==> config.mk <==
export PLATFORM = sky130hd
export DESIGN_NAME = pc_unit_flat
export DESIGN_NICKNAME = d
export VERILOG_FILES = /design/src/rtl/sisc_pkg.sv /design/src/rtl/pc_unit_if.sv /design/src/rtl/pc_unit_br_calc.sv /design/src/rtl/pc_unit.sv /design/src/flat_wrapper.sv
export SDC_FILE = /design/constraint.sdc
export NUM_CORES = 1
export LEC_CHECK = 0
export ABC_AREA = 1
export CAP_MARGIN = 20
export CORE_MARGIN = 5
export CORE_UTILIZATION = 35
export CTS_BUF_LIST = sky130_fd_sc_hd__clkbuf_4 sky130_fd_sc_hd__clkbuf_8 sky130_fd_sc_hd__clkbuf_16
export CTS_CLUSTER_SIZE = 8
export DETAILED_ROUTE_END_ITERATION = 7
export GPL_ROUTABILITY_DRIVEN = 0
export PLACE_DENSITY = 0.71
export SETUP_SLACK_MARGIN = 0.2
export SLEW_MARGIN = 40
export SYNTH_ARGS = -nofsm -noshare
export SYNTH_HDL_FRONTEND = slang
export SYNTH_HIERARCHICAL = 1
export SYNTH_SLANG_ARGS = --single-unit
==> constraint.sdc <==
create_clock -name clk -period 2.54 [get_ports clk]
set_input_delay 0.508 -clock clk [delete_from_list [all_inputs] [get_ports clk]]
set_output_delay 0.508 -clock clk [all_outputs]
set_load 0.05 [all_outputs]
==> src/rtl/sisc_pkg.sv <==
// Shared SISC definitions: default widths, status flag bit positions and
// the PC/branch select encodings used by the control FSM and the PC stage.
package sisc_pkg;

  localparam int unsigned PC_W_DEF   = 16;
  localparam int unsigned OFF_W_DEF  = 16;
  localparam int unsigned STAT_W_DEF = 4;

  localparam int unsigned STAT_C = 3;
  localparam int unsigned STAT_V = 2;
  localparam int unsigned STAT_N = 1;
  localparam int unsigned STAT_Z = 0;

  typedef enum logic {
    BR_REL = 1'b0,
    BR_ABS = 1'b1
  } br_sel_e;

  typedef enum logic {
    PC_INC = 1'b0,
    PC_BR  = 1'b1
  } pc_sel_e;

endpackage

==> src/rtl/pc_unit_if.sv <==
// Control/status bundle between the control FSM (master) and the PC stage (slave).
interface pc_unit_if #(
  parameter int unsigned PC_W   = sisc_pkg::PC_W_DEF,
  parameter int unsigned OFF_W  = sisc_pkg::OFF_W_DEF,
  parameter int unsigned STAT_W = sisc_pkg::STAT_W_DEF
);

  logic              pc_rst;
  logic              pc_write;
  logic              pc_sel;
  logic              br_sel;
  logic [OFF_W-1:0]  br_field;
  logic [STAT_W-1:0] stat_in;
  logic              stat_en;

  logic [PC_W-1:0]   pc_out;
  logic [PC_W-1:0]   br_addr;
  logic [STAT_W-1:0] stat_out;
  logic              br_taken;

  modport master (
    output pc_rst, pc_write, pc_sel, br_sel, br_field, stat_in, stat_en,
    input  pc_out, br_addr, stat_out, br_taken
  );

  modport slave (
    input  pc_rst, pc_write, pc_sel, br_sel, br_field, stat_in, stat_en,
    output pc_out, br_addr, stat_out, br_taken
  );

endinterface

==> src/rtl/pc_unit_br_calc.sv <==
// Branch target: absolute (zero-extended field) or PC-relative (PC + field).
// PC_REL_SEXT_EN: sign-extend the field for relative branches (backward branches).
module br_calc
  import sisc_pkg::*;
#(
  parameter int unsigned PC_W  = PC_W_DEF,
  parameter int unsigned OFF_W = OFF_W_DEF
) (
  input  logic [PC_W-1:0]  pc,
  input  logic [OFF_W-1:0] br_field,
  input  logic             br_sel,
  output logic [PC_W-1:0]  br_addr_c
);

  logic [PC_W-1:0] abs_ext;
  logic [PC_W-1:0] rel_ext;

  always_comb begin
    abs_ext = PC_W'(br_field);
`ifdef PC_REL_SEXT_EN
    rel_ext = PC_W'($signed(br_field));
`else
    rel_ext = PC_W'(br_field);
`endif
    // PC already points past the branch instruction, so no extra +1 here
    if (br_sel_e'(br_sel) == BR_ABS) begin
      br_addr_c = abs_ext;
    end else begin
      br_addr_c = pc + rel_ext;
    end
  end

endmodule

==> src/rtl/pc_unit.sv <==
// Program counter and status register stage; branch target from br_calc.
// Optional macro PC_REL_SEXT_EN selects signed relative branch offsets.
module pc_unit
  import sisc_pkg::*;
#(
  parameter int unsigned PC_W   = PC_W_DEF,
  parameter int unsigned OFF_W  = OFF_W_DEF,
  parameter int unsigned STAT_W = STAT_W_DEF
) (
  input  logic     clk,
  input  logic     rst,
  pc_unit_if.slave bus
);

  logic [PC_W-1:0]   pc_q, pc_d;
  logic [STAT_W-1:0] stat_q, stat_d;
  logic              br_taken_q, br_taken_d;
  logic [PC_W-1:0]   br_addr_c;

  br_calc #(
    .PC_W  (PC_W),
    .OFF_W (OFF_W)
  ) u_br_calc (
    .pc        (pc_q),
    .br_field  (bus.br_field),
    .br_sel    (bus.br_sel),
    .br_addr_c (br_addr_c)
  );

  // pc_rst outranks pc_write; the status register is independent of both
  always_comb begin
    pc_d       = pc_q;
    br_taken_d = 1'b0;
    stat_d     = stat_q;
    if (bus.pc_rst) begin
      pc_d = '0;
    end else if (bus.pc_write) begin
      if (pc_sel_e'(bus.pc_sel) == PC_BR) begin
        pc_d       = br_addr_c;
        br_taken_d = 1'b1;
      end else begin
        pc_d = pc_q + PC_W'(1);
      end
    end
    if (bus.stat_en) begin
      stat_d = bus.stat_in;
    end
  end

  always_ff @(posedge clk or posedge rst) begin
    if (rst) begin
      pc_q       <= '0;
      stat_q     <= '0;
      br_taken_q <= 1'b0;
    end else begin
      pc_q       <= pc_d;
      stat_q     <= stat_d;
      br_taken_q <= br_taken_d;
    end
  end

  assign bus.pc_out   = pc_q;
  assign bus.br_addr  = br_addr_c;
  assign bus.stat_out = stat_q;
  assign bus.br_taken = br_taken_q;

endmodule
==> src/flat_wrapper.sv <==
// flat-port wrapper written by rule: the top's interface ports become plain ports
module pc_unit_flat import sisc_pkg::*;
#(
  parameter int unsigned PC_W   = PC_W_DEF,
  parameter int unsigned OFF_W  = OFF_W_DEF,
  parameter int unsigned STAT_W = STAT_W_DEF
)
  (clk, rst, bus_pc_rst, bus_pc_write, bus_pc_sel, bus_br_sel, bus_br_field, bus_stat_in, bus_stat_en, bus_pc_out, bus_br_addr, bus_stat_out, bus_br_taken);
  pc_unit_if #(.PC_W(PC_W), .OFF_W(OFF_W), .STAT_W(STAT_W)) bus_i ();
  input  logic clk;
  input  logic rst;
  input wire logic [$bits(bus_i.pc_rst)-1:0] bus_pc_rst;
  input wire logic [$bits(bus_i.pc_write)-1:0] bus_pc_write;
  input wire logic [$bits(bus_i.pc_sel)-1:0] bus_pc_sel;
  input wire logic [$bits(bus_i.br_sel)-1:0] bus_br_sel;
  input wire logic [$bits(bus_i.br_field)-1:0] bus_br_field;
  input wire logic [$bits(bus_i.stat_in)-1:0] bus_stat_in;
  input wire logic [$bits(bus_i.stat_en)-1:0] bus_stat_en;
  output wire logic [$bits(bus_i.pc_out)-1:0] bus_pc_out;
  output wire logic [$bits(bus_i.br_addr)-1:0] bus_br_addr;
  output wire logic [$bits(bus_i.stat_out)-1:0] bus_stat_out;
  output wire logic [$bits(bus_i.br_taken)-1:0] bus_br_taken;
  assign bus_i.pc_rst = bus_pc_rst;
  assign bus_i.pc_write = bus_pc_write;
  assign bus_i.pc_sel = bus_pc_sel;
  assign bus_i.br_sel = bus_br_sel;
  assign bus_i.br_field = bus_br_field;
  assign bus_i.stat_in = bus_stat_in;
  assign bus_i.stat_en = bus_stat_en;
  assign bus_pc_out = bus_i.pc_out;
  assign bus_br_addr = bus_i.br_addr;
  assign bus_stat_out = bus_i.stat_out;
  assign bus_br_taken = bus_i.br_taken;
  pc_unit #(.PC_W(PC_W), .OFF_W(OFF_W), .STAT_W(STAT_W)) u_core (.clk(clk), .rst(rst), .bus(bus_i));
endmodule
# Yosys cells after proc, flatten, opt, wreduce, memory -nomap -nowiden
# Index checks and enable logic that the tools add are counted.
classes:
  n_addsub: 2
  reduce_logical: 1
  mux: 7
op_table:
  columns: ["operator", "count"]
  rows:
  - ["two-way mux 16 bit", 4]
  - ["adder 16 x 1 -> 16 bit (second input constant)", 1]
  - ["adder 16 bit", 1]
  - ["two-way mux 1 bit", 3]
  - ["nonzero test 2 bit", 1]
word_totals:
  elab_cells: 13
  register_bits: 21

# Longest topological paths before layout
# Gate-level depths: netlist of the first run.
logic_depth:
  word_depth: 5
  ltp_mapped: 15
  mapped_depth_nobuf: 15

# Hierarchy
# The synthesis of the first run kept the hierarchy.
modules_own_cells:
  columns: ["mod", "instances", "seq_area_each_um2", "cells_per_inst", "area_each_um2"]
  rows:
  - ["pc_unit", 1, 525.5, 193, 1336.3]
  - ["br_calc", 1, 0.0, 224, 1081.0]

# Least setup slack after synthesis of the first run
# No wires, ideal clock.
synth_timing:
  path_type: "register to output"
  start: "register u_core.pc_q[0] (netlist: u_core/bus.pc_out[0])"
  end: "output bus_br_addr[4]"
  path_slack_ps: -804
  t_required_ps: 2032
  n_path_buf: 0
  stages_incl_launch_ff: 8
  arrival_time_ps: 2836
  cell_sequence: "dfrtp_1 ha_1 fa_1 nand2_1 nand2_1 and2_4 xnor2_1 o21ai_0"
synth_via:
  elab_chain_cells: 2
synth_lines:
  columns: ["element", "line_no", "source"]
  rows:
  - ["from (decl)", "pc_unit.sv:15", "logic [PC_W-1:0] pc_q, pc_d;"]
  - ["from (signal assigned)", "pc_unit.sv:56", "pc_q <= pc_d;"]
  - ["adder 16 bit", "pc_unit_br_calc.sv:29", "br_addr_c = pc + rel_ext;"]
  - ["two-way mux 16 bit", "pc_unit_br_calc.sv:26", "if (br_sel_e'(br_sel) == BR_ABS) begin"]
  - ["to (decl)", "flat_wrapper.sv:20", "output wire logic [$bits(bus_i.br_addr)-1:0] bus_br_addr;"]
# Every way passes these cells.

# Worst setup path in the final report of the first run
layout_timing:
  start: "register u_core.pc_q[0] (netlist: u_core/bus.pc_out[0])"
  end: "output bus_br_addr[8]"
# Same word-level chain as after synthesis.

==> metrics.txt, run 1 <==
status=finished with violations; violated checks=negative setup slack; max-cap viol count=0; Final Hold Fails=0; WL per Instance=roughly 15 µm; largest family of logic cells by synthesized area=simple AND/OR/NAND/NOR gates; sequential fraction of the synthesis area=0.217; Synth Area in Adders=0.0911; multiplexer share of the synthesized area=0.0186; number of I/O pins=64; worst setup margin=-0.0820 ns; Pwr Density=408 nW/µm²; leakage power=2.07 nW; Routed Wire Length=just under 9000 µm; crit path kind=register to primary output; Detailed Place HPWL=6110 µm; clock root buffer=clkbuf_8; R2R Setup Slk=0.09 ns; CTS sink count=21; Post-Synth Simple-Gate Area=0.479; Die Wd=93.1 µm; area grow syn2layout=73.3%; Worst Hold Class=register to register; highest clock rate=381 MHz; slew margin rel.=0.572; core box area=just under 7000 µm²; Design Area, Final=4190 µm²; vias in the first global route=3074; Mapped Area=2420 µm²; die height=93.1 µm; final setup fails=6; TritonCTS buffer count=3; routed vias=3078; Worst R2R Path Depth=16; layout cells sized above 1=0.362; ant diodes=0; post-synthesis register bit count=21; post-synthesis compound-gate area fraction=0.0564; DRT iter0 DRCs=180; initial antenna violation count=0; GRT Residual Overflow=0; Critical Path Sink Type=primary output; clock buffer depth=2; hold buffers post-CTS=0; Via density=5.04; syn_nets=461; Total Routing Usage GR=0.198; cell depth of the worst hold path=1; pre-CTS setup slack=-0.383 ns; Initial Util=0.358; clk_lat worst skew=0.26 ns; drt first pass iters=7; die area=about 8700 µm²; crit path DAT=2.11 ns; Tmin final=2.62 ns; Critical Path RT=about 2 ns; fin crit share=1.03; Max VDD drop=340 µV; Tightest Pin Transition=0.642 ns; Startpoint Class=register; unrepaired setup endpoints after global routing=true; H-tree Lvls=1; synthesized instance count=417; first-pass GRT wire length=roughly 14000 µm; Synthesis Warnings=6; Cell variety after synth=31; clock slew at reported path FFs=0.08 ns; Post-Synth XOR/XNOR Area=0.0326; hold_ws=0.514 ns; clock skew=0.00241 ns; DRC violations left=0; row count=30; largest net degree at the start of global routing=28; maximum fanout along the worst path=3; Post-DRT Antenna Nets=0; Max Slew Vio Count=0; mean post-synth cell area=5.80 µm²; TritonCTS clock tree=yes; fillers=about 570; Placed Area=3550 µm²; Final Net Count=576; PortBufs=63
## worst max-delay path, cell delays in order, from the launching register on
cell and delay (ns):
dfrtp_2 0.44, ha_4 0.17, fa_2 0.35, nand2_2 0.09, nand2_2 0.07, and2_4 0.16, nand2_2 0.06, nand3_2 0.07
nand2_2 0.07, nand2_2 0.05, o21ai_4 0.16, buf_12 0.16
## cells in the mapped netlist
master / count / area share
a21oi_1: 7 / 0.014
and2_1: 1 / 0.0026
and2_4: 1 / 0.0036
buf_2: 4 / 0.0083
buf_6: 1 / 0.0047
clkbuf_1: 3 / 0.0047
clkinv_1: 1 / 0.0016
dfrtp_1: 21 / 0.22
fa_1: 1 / 0.0083
ha_1: 16 / 0.083
inv_1: 50 / 0.078
inv_2: 5 / 0.0078
mux2_2: 4 / 0.019
nand2_1: 165 / 0.26
nand2_2: 2 / 0.0052
nand3_1: 32 / 0.066
nand3_2: 3 / 0.012
nand3b_1: 2 / 0.0062
nand4_1: 4 / 0.010
nor2_1: 53 / 0.082
nor2_2: 4 / 0.010
nor3_1: 4 / 0.0083
o21ai_0: 10 / 0.021
o21ai_1: 5 / 0.010
o22ai_1: 1 / 0.0026
o31ai_1: 1 / 0.0031
o31ai_2: 1 / 0.0052
or2_0: 1 / 0.0026
or2_1: 5 / 0.013
xnor2_1: 2 / 0.0072
xor2_1: 7 / 0.025
## repair_timing
item | 4_1_cts | 5_1_grt
endpoints found under the setup margin | 26 | 20
pin swaps | 25 | 21
resized for setup | 86 | 29
setup buffers | 17 | 12
## per-layer routing
metal / vias up / global-route usage / routed length (µm)
li1: 1521 / - / -
met1: 1438 / 0.256 / 3670
met2: 101 / 0.353 / 4530
met3: 18 / 0.0137 / 466
met4: 0 / 0.0574 / 206
met5: - / 0 / 0
## cell type report
type,count,area (µm²),area share
Timing Repair Buffer,118,1190,0.283
Multi-Input combinational cell,332,2100,0.501
Clock buffer,4,48.8,0.0116
Tap cell,80,100,0.0239
Inverter,56,210,0.0502
Sequential cell,21,544,0.130
## per-stage QoR
stage                     std cells   util  setup TNS, ns  power [mW]
after global routing            611  0.620         -0.805        1.80
final                           611  0.620         -0.224        1.71
after global placement          578  0.525          -4.60        1.28
after CTS                       599  0.593         -0.123        1.63
after detailed placement        578  0.525          -5.20        1.29
after floorplan                 417      -              0       0.906
## cell usage in the layout, fill, tap and decap left out, types with 2 or more instances in the layout
cell type | synthesis | layout
a21oi_1 | 7 | 3
a21oi_2 | 0 | 3
and2_4 | 1 | 2
buf_12 | 0 | 15
buf_2 | 4 | 3
buf_4 | 0 | 52
buf_6 | 1 | 3
clkbuf_2 | 0 | 2
clkbuf_8 | 0 | 3
clkdlybuf4s15_2 | 0 | 6
clkdlybuf4s50_1 | 0 | 32
dfrtp_1 | 21 | 6
dfrtp_2 | 0 | 15
dlygate4sd2_1 | 0 | 4
ha_4 | 0 | 15
inv_1 | 50 | 49
inv_2 | 5 | 6
mux2_2 | 4 | 4
nand2_1 | 165 | 132
nand2_2 | 2 | 25
nand2_4 | 0 | 10
nand3_1 | 32 | 29
nand3_2 | 3 | 5
nand3b_1 | 2 | 2
nand4_1 | 4 | 4
nor2_1 | 53 | 48
nor2_2 | 4 | 6
nor2_4 | 0 | 3
nor3_2 | 0 | 2
o21ai_0 | 10 | 8
o21ai_1 | 5 | 3
o21ai_4 | 0 | 3
or2_1 | 5 | 4
xnor2_1 | 2 | 2
xor2_1 | 7 | 7
## logic make-up after synthesis
| family | Yosys count |
|---|---|
| mux | 4 |
| compound gates | 25 |
| buf+inv | 64 |
| fa+ha+maj | 17 |
| xor+xnor | 9 |
| flops | 21 |
| simple gates | 277 |
## state kept, by name, indices dropped and copies added, names as in the netlist
name	flops
u_core/bus.br_taken	1
u_core/bus.pc_out	16
u_core/bus.stat_out	4
## where the power goes
part           internal [mW]  switching [mW]
combinational          0.480           0.602
sequential             0.362          0.0348
clock                  0.122           0.109
## worst paths after layout
| kind | start | to |
|---|---|---|
| setup reg to reg | u_core/bus.pc_out[0] | u_core/bus.pc_out[6] |
| min in group asynchronous | rst | u_core/bus.stat_out[1] |
| hold / removal | u_core/bus.stat_out[1] | u_core/bus.stat_out[1] |
| setup / recovery | u_core/bus.pc_out[0] | bus_br_addr[8] |
| max in group asynchronous | rst | u_core/bus.pc_out[8] |
| hold reg to reg | u_core/bus.stat_out[1] | u_core/bus.stat_out[1] |
(Power assumes the default switching activity.)
==> inputs of run 2 (changes only) <==
- PLACE_DENSITY: 0.71 -> 0.61
==> run 2 against run 1 <==
The flow still finishes with violations (negative setup slack). Worst hold slack got worse by 0.0067 ns. Critical path type unchanged. Critical path depth unchanged. Non-clock buffer count decreased by 10. Register-to-register slack improved by 0.17 ns. First-iteration DRC count shrank 47%. Sequential power hardly changed. Largest cell class unchanged. Die area unchanged. Sequential share of layout area rose by 0.55 points. Clock skew about the same. Setup slack improved by 0.0051 ns.
==> metrics.txt, run 2 (synthesis results as in run 1) <==
clock skew=0.00193 ns; fillers=629; unrepaired setup endpoints after global routing=true; ant diodes=0; Psw=0.708 mW; Total Routing Usage GR=0.190; Tot Pwr=between 1.5 and 2 mW; commonest non-fill, non-tap cell in the layout=nand2_1; Routed Wire Length=8250 µm; Design Area, Final=4020 µm²; first-pass GRT wire length=13300 µm; CP cell instances=ha_4, fa_2, nand2_2, nand2_2, and2_4, nand2_2, nand3_2, nand2_1, nand2_2, o21ai_4, buf_12; WL per Instance=13.7 µm; fin crit share=1.03; PortBufs=63; Net Sw Frac=0.433; die area=8670 µm²; Critical Path RT=around 2.0 ns; Fin Setup TNS=-0.278 ns; TritonCTS clock tree=yes; layout cells sized above 1=0.330; Final Net Count=566; largest net degree at the start of global routing=28; CP delay by family, top=simple AND/OR/NAND/NOR gates; Final Non-Filler Cells=601; initial antenna violation count=0; area grow syn2layout=66.3%; Max VDD drop=~280 µV; GRT Residual Overflow=0; maximum fanout along the worst path=3; Max Slew Vio Count=0; H-tree Lvls=1; clock buffer depth=2; highest clock rate=382 MHz; Worst Hold Class=register to register; leakage power=between 1.5 and 2 nW; clk_lat worst skew=0.26 ns; DRT iter0 DRCs=between 90 and 100; core box area=6760 µm²; Cells after DPL=578; Die Wd=93.1 µm; Detailed Place HPWL=6100 µm; crit-path max cell delay=0.44 ns; crit path kind=register to primary output; slowest cell on the critical path=dfrtp_2; die height=93.1 µm; R2R Setup Slk=0.26 ns; Post-DRT Antenna Nets=0; TritonCTS buffer count=3; internal power=0.928 mW; final setup fails=5; sequential share of power=0.244; pre-CTS setup slack=-0.392 ns; Critical Path Sink Type=primary output; hold_ws=0.508 ns; Pwr Density=a little over 400 nW/µm²; Tmin final=about 2.6 ns; Core Util, Final=0.595; clock slew at reported path FFs=0.08 ns; Tightest Pin Transition=0.641 ns; Startpoint Class=register; crit path DAT=2.11 ns; slew margin rel.=0.573; CTS sink count=21; hold buffers post-CTS=0; clock power share=0.143; DRC violations left=0; violated checks=negative setup slack; Buf/Inv on CP=1; vias in the first global route=about 2800; Initial Util=0.358; status=finished with violations; Final Hold Fails=0; max-cap viol count=0; number of I/O pins=64; crit-path most repeated cell=nand2_2; max reg flops=16; drt first pass iters=4; worst setup margin=-0.0769 ns; clock root buffer=clkbuf_8; Placed Area=3550 µm²; most frequent cells in the layout=137 x nand2_1, 52 x nor2_1, 49 x inv_1; routed vias=2908; combinational power share=0.613; Via density=4.84; row count=30
==> run 2: changes by cell type in the layout (fill, tap and decap cells not counted), sizes merged <==
cell	before	now
clkbuf	6	4
clkdlybuf4s15	6	10
buf	74	62
==> run 2: per-layer routing <==
metal	GRT usage	vias up	share of wire
met1	0.249	1345	0.45
met5	0	-	0
met3	0.0193	7	0.044
li1	-	1500	-
met2	0.333	56	0.50
met4	0.0488	0	0.0082
==> run 2: final timing paths <==
kind                                        start                     end  depth (start not counted)
min in group asynchronous                     rst  u_core/bus.stat_out[2]                          3
setup / recovery             u_core/bus.pc_out[0]          bus_br_addr[8]                         11
setup reg to reg             u_core/bus.pc_out[0]   u_core/bus.pc_out[10]                         16
max in group asynchronous                     rst   u_core/bus.pc_out[12]                          3
hold reg to reg            u_core/bus.stat_out[3]  u_core/bus.stat_out[3]                          1
hold / removal             u_core/bus.stat_out[3]  u_core/bus.stat_out[3]                          1
==> run 2: timing repair <==
item,4_1_cts,5_1_grt
resized for setup,70,14
pin swaps,14,10
endpoints found under the setup margin,26,16
setup buffers,15,4
==> run 2: power by group through the flow <==
stage               logic, mW  registers, mW  clock network [mW]
floorplan               0.419          0.488                   0
global placement        0.873          0.409                   0
detailed placement      0.879          0.409                   0
CTS                     0.973          0.399               0.241
global route             1.08          0.402               0.258
finish                   1.00          0.398               0.234
==> run 2: cell type report <==
type	instances	area, µm²	area share
sequential	21	544	0.135
tap	80	100	0.0249
inverter	56	210	0.0523
timing repair buffer	108	1120	0.278
clock buffer	4	48.8	0.0121
multi-input combinational	332	2000	0.497
==> inputs of run 3 (changes only) <==
- CTS_CLUSTER_SIZE: 8 -> 14
==> results of run 3 <==
Final layout, timing and power as in run 2 (identical DEF).
